**config.mk**
```make
export PLATFORM = sky130hd
export DESIGN_NAME = rf_context_seq
export DESIGN_NICKNAME = d
export VERILOG_FILES = /design/src/rtl/rf_pkg.sv /design/src/rtl/rf_mask_next.sv /design/src/rtl/rf_context_seq.sv
export SDC_FILE = /design/constraint.sdc
export NUM_CORES = 1
export LEC_CHECK = 0
export BUFFER_PORTS_ARGS = -buffer_cell sky130_fd_sc_hd__buf_4
export CORE_AREA = 2 2 112 114
export CTS_BUF_LIST = sky130_fd_sc_hd__clkbuf_4 sky130_fd_sc_hd__clkbuf_8 sky130_fd_sc_hd__clkbuf_16
export DETAILED_ROUTE_END_ITERATION = 16
export DIE_AREA = 0 0 114 116
export PLACE_DENSITY = 0.69
export SLEW_MARGIN = 20
export SYNTH_ARGS = -nofsm -noshare
export SYNTH_HDL_FRONTEND = slang
export SYNTH_SLANG_ARGS = --single-unit
```
**constraint.sdc**
```tcl
create_clock -name clk_i -period 3.16 [get_ports clk_i]
set_clock_uncertainty 0.05 [all_clocks]
set_input_delay 0.474 -clock clk_i [delete_from_list [all_inputs] [get_ports clk_i]]
set_output_delay 0.474 -clock clk_i [all_outputs]
set_load 0.05 [all_outputs]
```
**src/rtl/rf_pkg.sv**
```systemverilog
// rtl/rf_pkg.sv - shared types, defaults and state encoding for the RF context sequencer
package rf_pkg;
  localparam int DataWidth    = 32;
  localparam int NumRegs      = 32;
  localparam int AddrWidth    = $clog2(NumRegs);
  localparam int MemAddrWidth = 32;

  typedef logic [DataWidth-1:0]    DataT;
  typedef logic [AddrWidth-1:0]    AddrT;
  typedef logic [MemAddrWidth-1:0] MemAddrT;

  // ra, t0-t6, a0-a7
  localparam logic [NumRegs-1:0] CallerSavedMask = 32'hF003_FCE2;

  typedef enum logic [2:0] {
    S_IDLE,
    S_SAVE,
    S_LOAD_REQ,
    S_LOAD_WAIT,
    S_DONE
  } seq_state_e;
endpackage

```
**src/rtl/rf_mask_next.sv**
```systemverilog
// rtl/rf_mask_next.sv - priority encoder: lowest set mask bit strictly above cur_i
module rf_mask_next #(
  parameter int                 NumRegs   = 32,
  parameter int                 AddrWidth = 5,
  parameter logic [NumRegs-1:0] Mask      = '0
) (
  input  logic [AddrWidth-1:0] cur_i,
  output logic [AddrWidth-1:0] next_o,
  output logic                 last_o
);
  import rf_pkg::*;

  // Scan downward so the lowest qualifying bit is the one left standing.
  always_comb begin
    next_o = '0;
    last_o = 1'b1;
    for (int i = NumRegs - 1; i >= 0; i--) begin
      if (Mask[i] && (AddrWidth'(i) > cur_i)) begin
        next_o = AddrWidth'(i);
        last_o = 1'b0;
      end
    end
  end
endmodule

```
**src/rtl/rf_context_seq.sv**
```systemverilog
// rtl/rf_context_seq.sv - saves/restores caller-saved registers to memory around interrupts
module rf_context_seq #(
  parameter int                 DataWidth    = rf_pkg::DataWidth,
  parameter int                 NumRegs      = rf_pkg::NumRegs,
  parameter int                 AddrWidth    = $clog2(NumRegs),
  parameter int                 MemAddrWidth = rf_pkg::MemAddrWidth,
  parameter logic [NumRegs-1:0] SaveMask     = rf_pkg::CallerSavedMask
) (
  input  logic                    clk_i,
  input  logic                    rst_ni,
  input  logic                    save_req_i,
  input  logic                    restore_req_i,
  input  logic [MemAddrWidth-1:0] sp_i,
  output logic                    busy_o,
  output logic                    done_o,
  input  logic [AddrWidth-1:0]    core_raddr_a_i,
  output logic [DataWidth-1:0]    core_rdata_a_o,
  input  logic                    core_we_a_i,
  input  logic [AddrWidth-1:0]    core_waddr_a_i,
  input  logic [DataWidth-1:0]    core_wdata_a_i,
  output logic [AddrWidth-1:0]    rf_raddr_a_o,
  input  logic [DataWidth-1:0]    rf_rdata_a_i,
  output logic                    rf_we_a_o,
  output logic [AddrWidth-1:0]    rf_waddr_a_o,
  output logic [DataWidth-1:0]    rf_wdata_a_o,
  output logic                    mem_req_o,
  output logic                    mem_we_o,
  output logic [MemAddrWidth-1:0] mem_addr_o,
  output logic [DataWidth-1:0]    mem_wdata_o,
  input  logic                    mem_gnt_i,
  input  logic                    mem_rvalid_i,
  input  logic [DataWidth-1:0]    mem_rdata_i
);
  import rf_pkg::*;

  localparam logic [NumRegs-1:0] Mask = {SaveMask[NumRegs-1:1], 1'b0};

  seq_state_e              state_q, state_d;
  logic [AddrWidth-1:0]    idx_q, idx_d;
  logic [AddrWidth:0]      k_q, k_d;
  logic [MemAddrWidth-1:0] sp_q, sp_d;

  logic [AddrWidth-1:0] first_idx, next_idx;
  logic                 mask_empty, idx_last;

  rf_mask_next #(.NumRegs(NumRegs), .AddrWidth(AddrWidth), .Mask(Mask)) u_first (
    .cur_i  ('0),
    .next_o (first_idx),
    .last_o (mask_empty)
  );

  rf_mask_next #(.NumRegs(NumRegs), .AddrWidth(AddrWidth), .Mask(Mask)) u_next (
    .cur_i  (idx_q),
    .next_o (next_idx),
    .last_o (idx_last)
  );

  always_ff @(posedge clk_i or negedge rst_ni) begin
    if (!rst_ni) begin
      state_q <= S_IDLE;
      idx_q   <= '0;
      k_q     <= '0;
      sp_q    <= '0;
    end else begin
      state_q <= state_d;
      idx_q   <= idx_d;
      k_q     <= k_d;
      sp_q    <= sp_d;
    end
  end

  // Slot k lives just below the frame top; wrap-around is intentional.
  assign mem_addr_o     = sp_q - ((MemAddrWidth'(k_q) + MemAddrWidth'(1)) << 2);
  assign mem_wdata_o    = rf_rdata_a_i;
  assign core_rdata_a_o = rf_rdata_a_i;

  always_comb begin
    state_d      = state_q;
    idx_d        = idx_q;
    k_d          = k_q;
    sp_d         = sp_q;
    busy_o       = 1'b0;
    done_o       = 1'b0;
    mem_req_o    = 1'b0;
    mem_we_o     = 1'b0;
    rf_raddr_a_o = core_raddr_a_i;
    // Gate with reset so no core write slips through while reset is held.
    rf_we_a_o    = core_we_a_i & rst_ni;
    rf_waddr_a_o = core_waddr_a_i;
    rf_wdata_a_o = core_wdata_a_i;

    case (state_q)
      S_IDLE: begin
        if (save_req_i || restore_req_i) begin
          sp_d  = sp_i;
          idx_d = first_idx;
          k_d   = '0;
          if (mask_empty)      state_d = S_DONE;
          else if (save_req_i) state_d = S_SAVE;
          else                 state_d = S_LOAD_REQ;
        end
      end
      S_SAVE: begin
        busy_o       = 1'b1;
        rf_we_a_o    = 1'b0;
        rf_raddr_a_o = idx_q;
        mem_req_o    = 1'b1;
        mem_we_o     = 1'b1;
        if (mem_gnt_i) begin
          if (idx_last) begin
            state_d = S_DONE;
          end else begin
            idx_d = next_idx;
            k_d   = k_q + 1'b1;
          end
        end
      end
      S_LOAD_REQ: begin
        busy_o    = 1'b1;
        rf_we_a_o = 1'b0;
        mem_req_o = 1'b1;
        if (mem_gnt_i) state_d = S_LOAD_WAIT;
      end
      S_LOAD_WAIT: begin
        busy_o    = 1'b1;
        rf_we_a_o = 1'b0;
        if (mem_rvalid_i) begin
          rf_we_a_o    = (idx_q != '0);
          rf_waddr_a_o = idx_q;
          rf_wdata_a_o = mem_rdata_i;
          if (idx_last) begin
            state_d = S_DONE;
          end else begin
            idx_d   = next_idx;
            k_d     = k_q + 1'b1;
            state_d = S_LOAD_REQ;
          end
        end
      end
      S_DONE: begin
        done_o  = 1'b1;
        state_d = S_IDLE;
      end
      default: state_d = S_IDLE;
    endcase
  end
endmodule

```
==> metrics <==
outcome complete, but fails checks; failing checks negative setup slack; fin nets 712; Via density 4.94; Vias 3480; CP arrival 3030 ps; leakage 2.81 nW; router iterations before antenna repair 4; Top Usage Layer GRT met2; kind of critical path flip-flop to output port; Area growth syn-to-layout 60.1%; layout cell share with drive strength beyond 1 69.4%; Die Y 116 um; io pins 288; Slew Viols, Final 0; H-tree levels 2; crit path time final 3550 ps; Yosys reg bits 46; Peak Freq 281 MHz; antenna cells 0; Starting Density 32.5%; pwr dens 1190 nW/um^2; Synth area leaders dfrtp_1, mux2_2, buf_4; Wirelength per Cell 18.0 um; Worst Tran Pin Value 620 ps; Worst-path clk slew 70 ps; dpl ws -97.8 ps; CTS hold repair buffers 0; post-synth top area share 29.8%; first-pass GRT wire length 19200 um; CTS Sinks 46; post-route ant nets 0; ys async rst share 100%; vias in the first global route 3592; total design power 0.00738 W; PnR worst setup slack -393 ps; Port Buffers 191; Site Rows 40; GR Util met3 4.39%; Max-Slew Margin vs Limit 58.6%; RSZ-0062 raised after global routing true; initial antenna violation count 0; Distinct cells, synth 47; largest net degree at the start of global routing 47; clk_lat worst skew 290 ps; Post-Syn Instances 401; core area 11900 um^2; Routed WL 12700 um; CTS buffer count 5; ratio of final minimum period to clock period 112%; Worst Setup End Kind output port; GRT Residual Overflow 0; gpl congestion 0.861; drt first-iter violations 120; EDFF count, synth 0; Synth Flop Type dfrtp_1; Mapped Nets 555; final HPWL from detailed placement 9620 um; cell taking the most area after synthesis dfrtp_1; CTS root buf clkbuf_16; max_cap viols 0; met2 usage 35.8%; sequential area share after synthesis 29.8%; Worst Path Max Fanout 6; Ys Warns 0; startpoint types flip-flop; min-delay worst type input port to asynchronous set/reset pin; Util after Layout 52.0%; most common cell after layout, fill and taps aside buf_4; WP data required 2640 ps; Die Width 114 um; peak supply drop 0.451 mV; Syn Std Cell Area 3870 um^2; commonest cells after routing, fill and taps aside buf_4, mux2_2, dfrtp_1; Die ar. 13200 um^2; CTS max path bufs 2; CTS tree yes; Avg Cell Area, Syn 9.64 um^2; final setup vio count 24; GRT Total Usage 18.6%; FILL cells 1033; Remaining DRCs 0; GRT met1 Usage 21.0%; Hold Fails Final Rpt 0
-- critical path, cell delays in order (launching register included) --
cell      delay [ps]
dfrtp_1          430
buf_6            150
inv_4             50
ha_4             120
inv_2             30
fa_2             350
a211oi_2         300
nor3b_2          100
o31a_1           360
buf_6            170
buf_6            120
o41ai_4          260
o21ai_2          120
buf_6            170
-- per-layer routing --
layer / vias up / part of all wire [%]
li1: 1638 / -
met1: 1656 / 37
met2: 178 / 55
met3: 8 / 7.2
met4: 0 / 1.4
met5: - / 0
-- power by group --
| part | total [W] | switching [W] | internal (W) |
|---|---|---|---|
| registers | 0.00127 | 0.000430 | 0.000839 |
| clock network | 0.000618 | 0.000227 | 0.000391 |
| logic | 0.00549 | 0.00318 | 0.00231 |
| total | 0.00738 | 0.00384 | 0.00354 |
-- through the flow --
stage	hold slack [ps]	cell area (um^2)	cells	TNS, ps
after floorplan	128	4230	401	-1560
after global placement	448	5520	681	-54.4
after detailed placement	446	5520	681	-241
after CTS	334	6070	701	-6300
after global routing	362	6190	705	-9270
final	306	6190	705	-6340
-- what timing repair did --
| action | in CTS | in global routing |
|---|---|---|
| setup endpoints to repair | 25 | 25 |
| gates cloned | 0 | 1 |
| buffers inserted | 13 | 4 |
| pin swaps | 9 | 7 |
| resized for setup | 63 | 14 |
-- path summary, 6_finish.rpt --
check | start | endpoint | slack (ps) | cells past startpoint
hold reg to reg | sp_q[0] | sp_q[0] | 460 | 1
setup reg to reg | state_q[1] | k_q[2] | 1040 | 6
max in group asynchronous | rst_ni | sp_q[26] | 2330 | 2
min in group clk_i | sp_i[3] | sp_q[3] | 360 | 2
setup / recovery | k_q[0] | mem_addr_o[18] | -390 | 13
hold / removal | rst_ni | sp_q[3] | 310 | 2
-- flip-flops by register name (all words and copies together), names as in the netlist --
name     flops
idx_q        5
k_q          6
sp_q        32
state_q      3
-- cells in the mapped netlist, drive strengths merged (5+ instances only) --
master	number
inv	11
nand2b	6
nand2	15
dfrtp	46
o21a	6
o21ai	15
o31ai	5
nor4	8
nor2	26
mux2	73
a21oi	6
buf	69
ha	8
xor2	24
clkbuf	18
nor3	17
-- cell type report --
class                           instances  area, um^2  area share (%)
Tap cell                              147         184            2.97
Multi-Input combinational cell        257        2700            43.6
Clock buffer                            6         139            2.24
Clock inverter                          1        30.0           0.485
Inverter                               11        43.8           0.707
Sequential cell                        46        1150            18.6
Timing Repair Buffer                  237        1940            31.4
-- cell families (layout without fill, tap and decap cells) --
logic type               Yosys count  count (layout)  share of synthesized area (%)
flip-flops                        46              46                           29.8
adder cells (fa/ha/maj)            9               9                           3.11
multiplexers                      74              74                           21.5
AND/OR/NAND/NOR                   96              96                           14.5
XOR/XNOR                          28              28                           6.34
buffers and inverters             98             255                           16.1
AO/OA/AOI/OAI                     50              50                           8.64
Note: power is estimated with default switching activity, not from simulation.
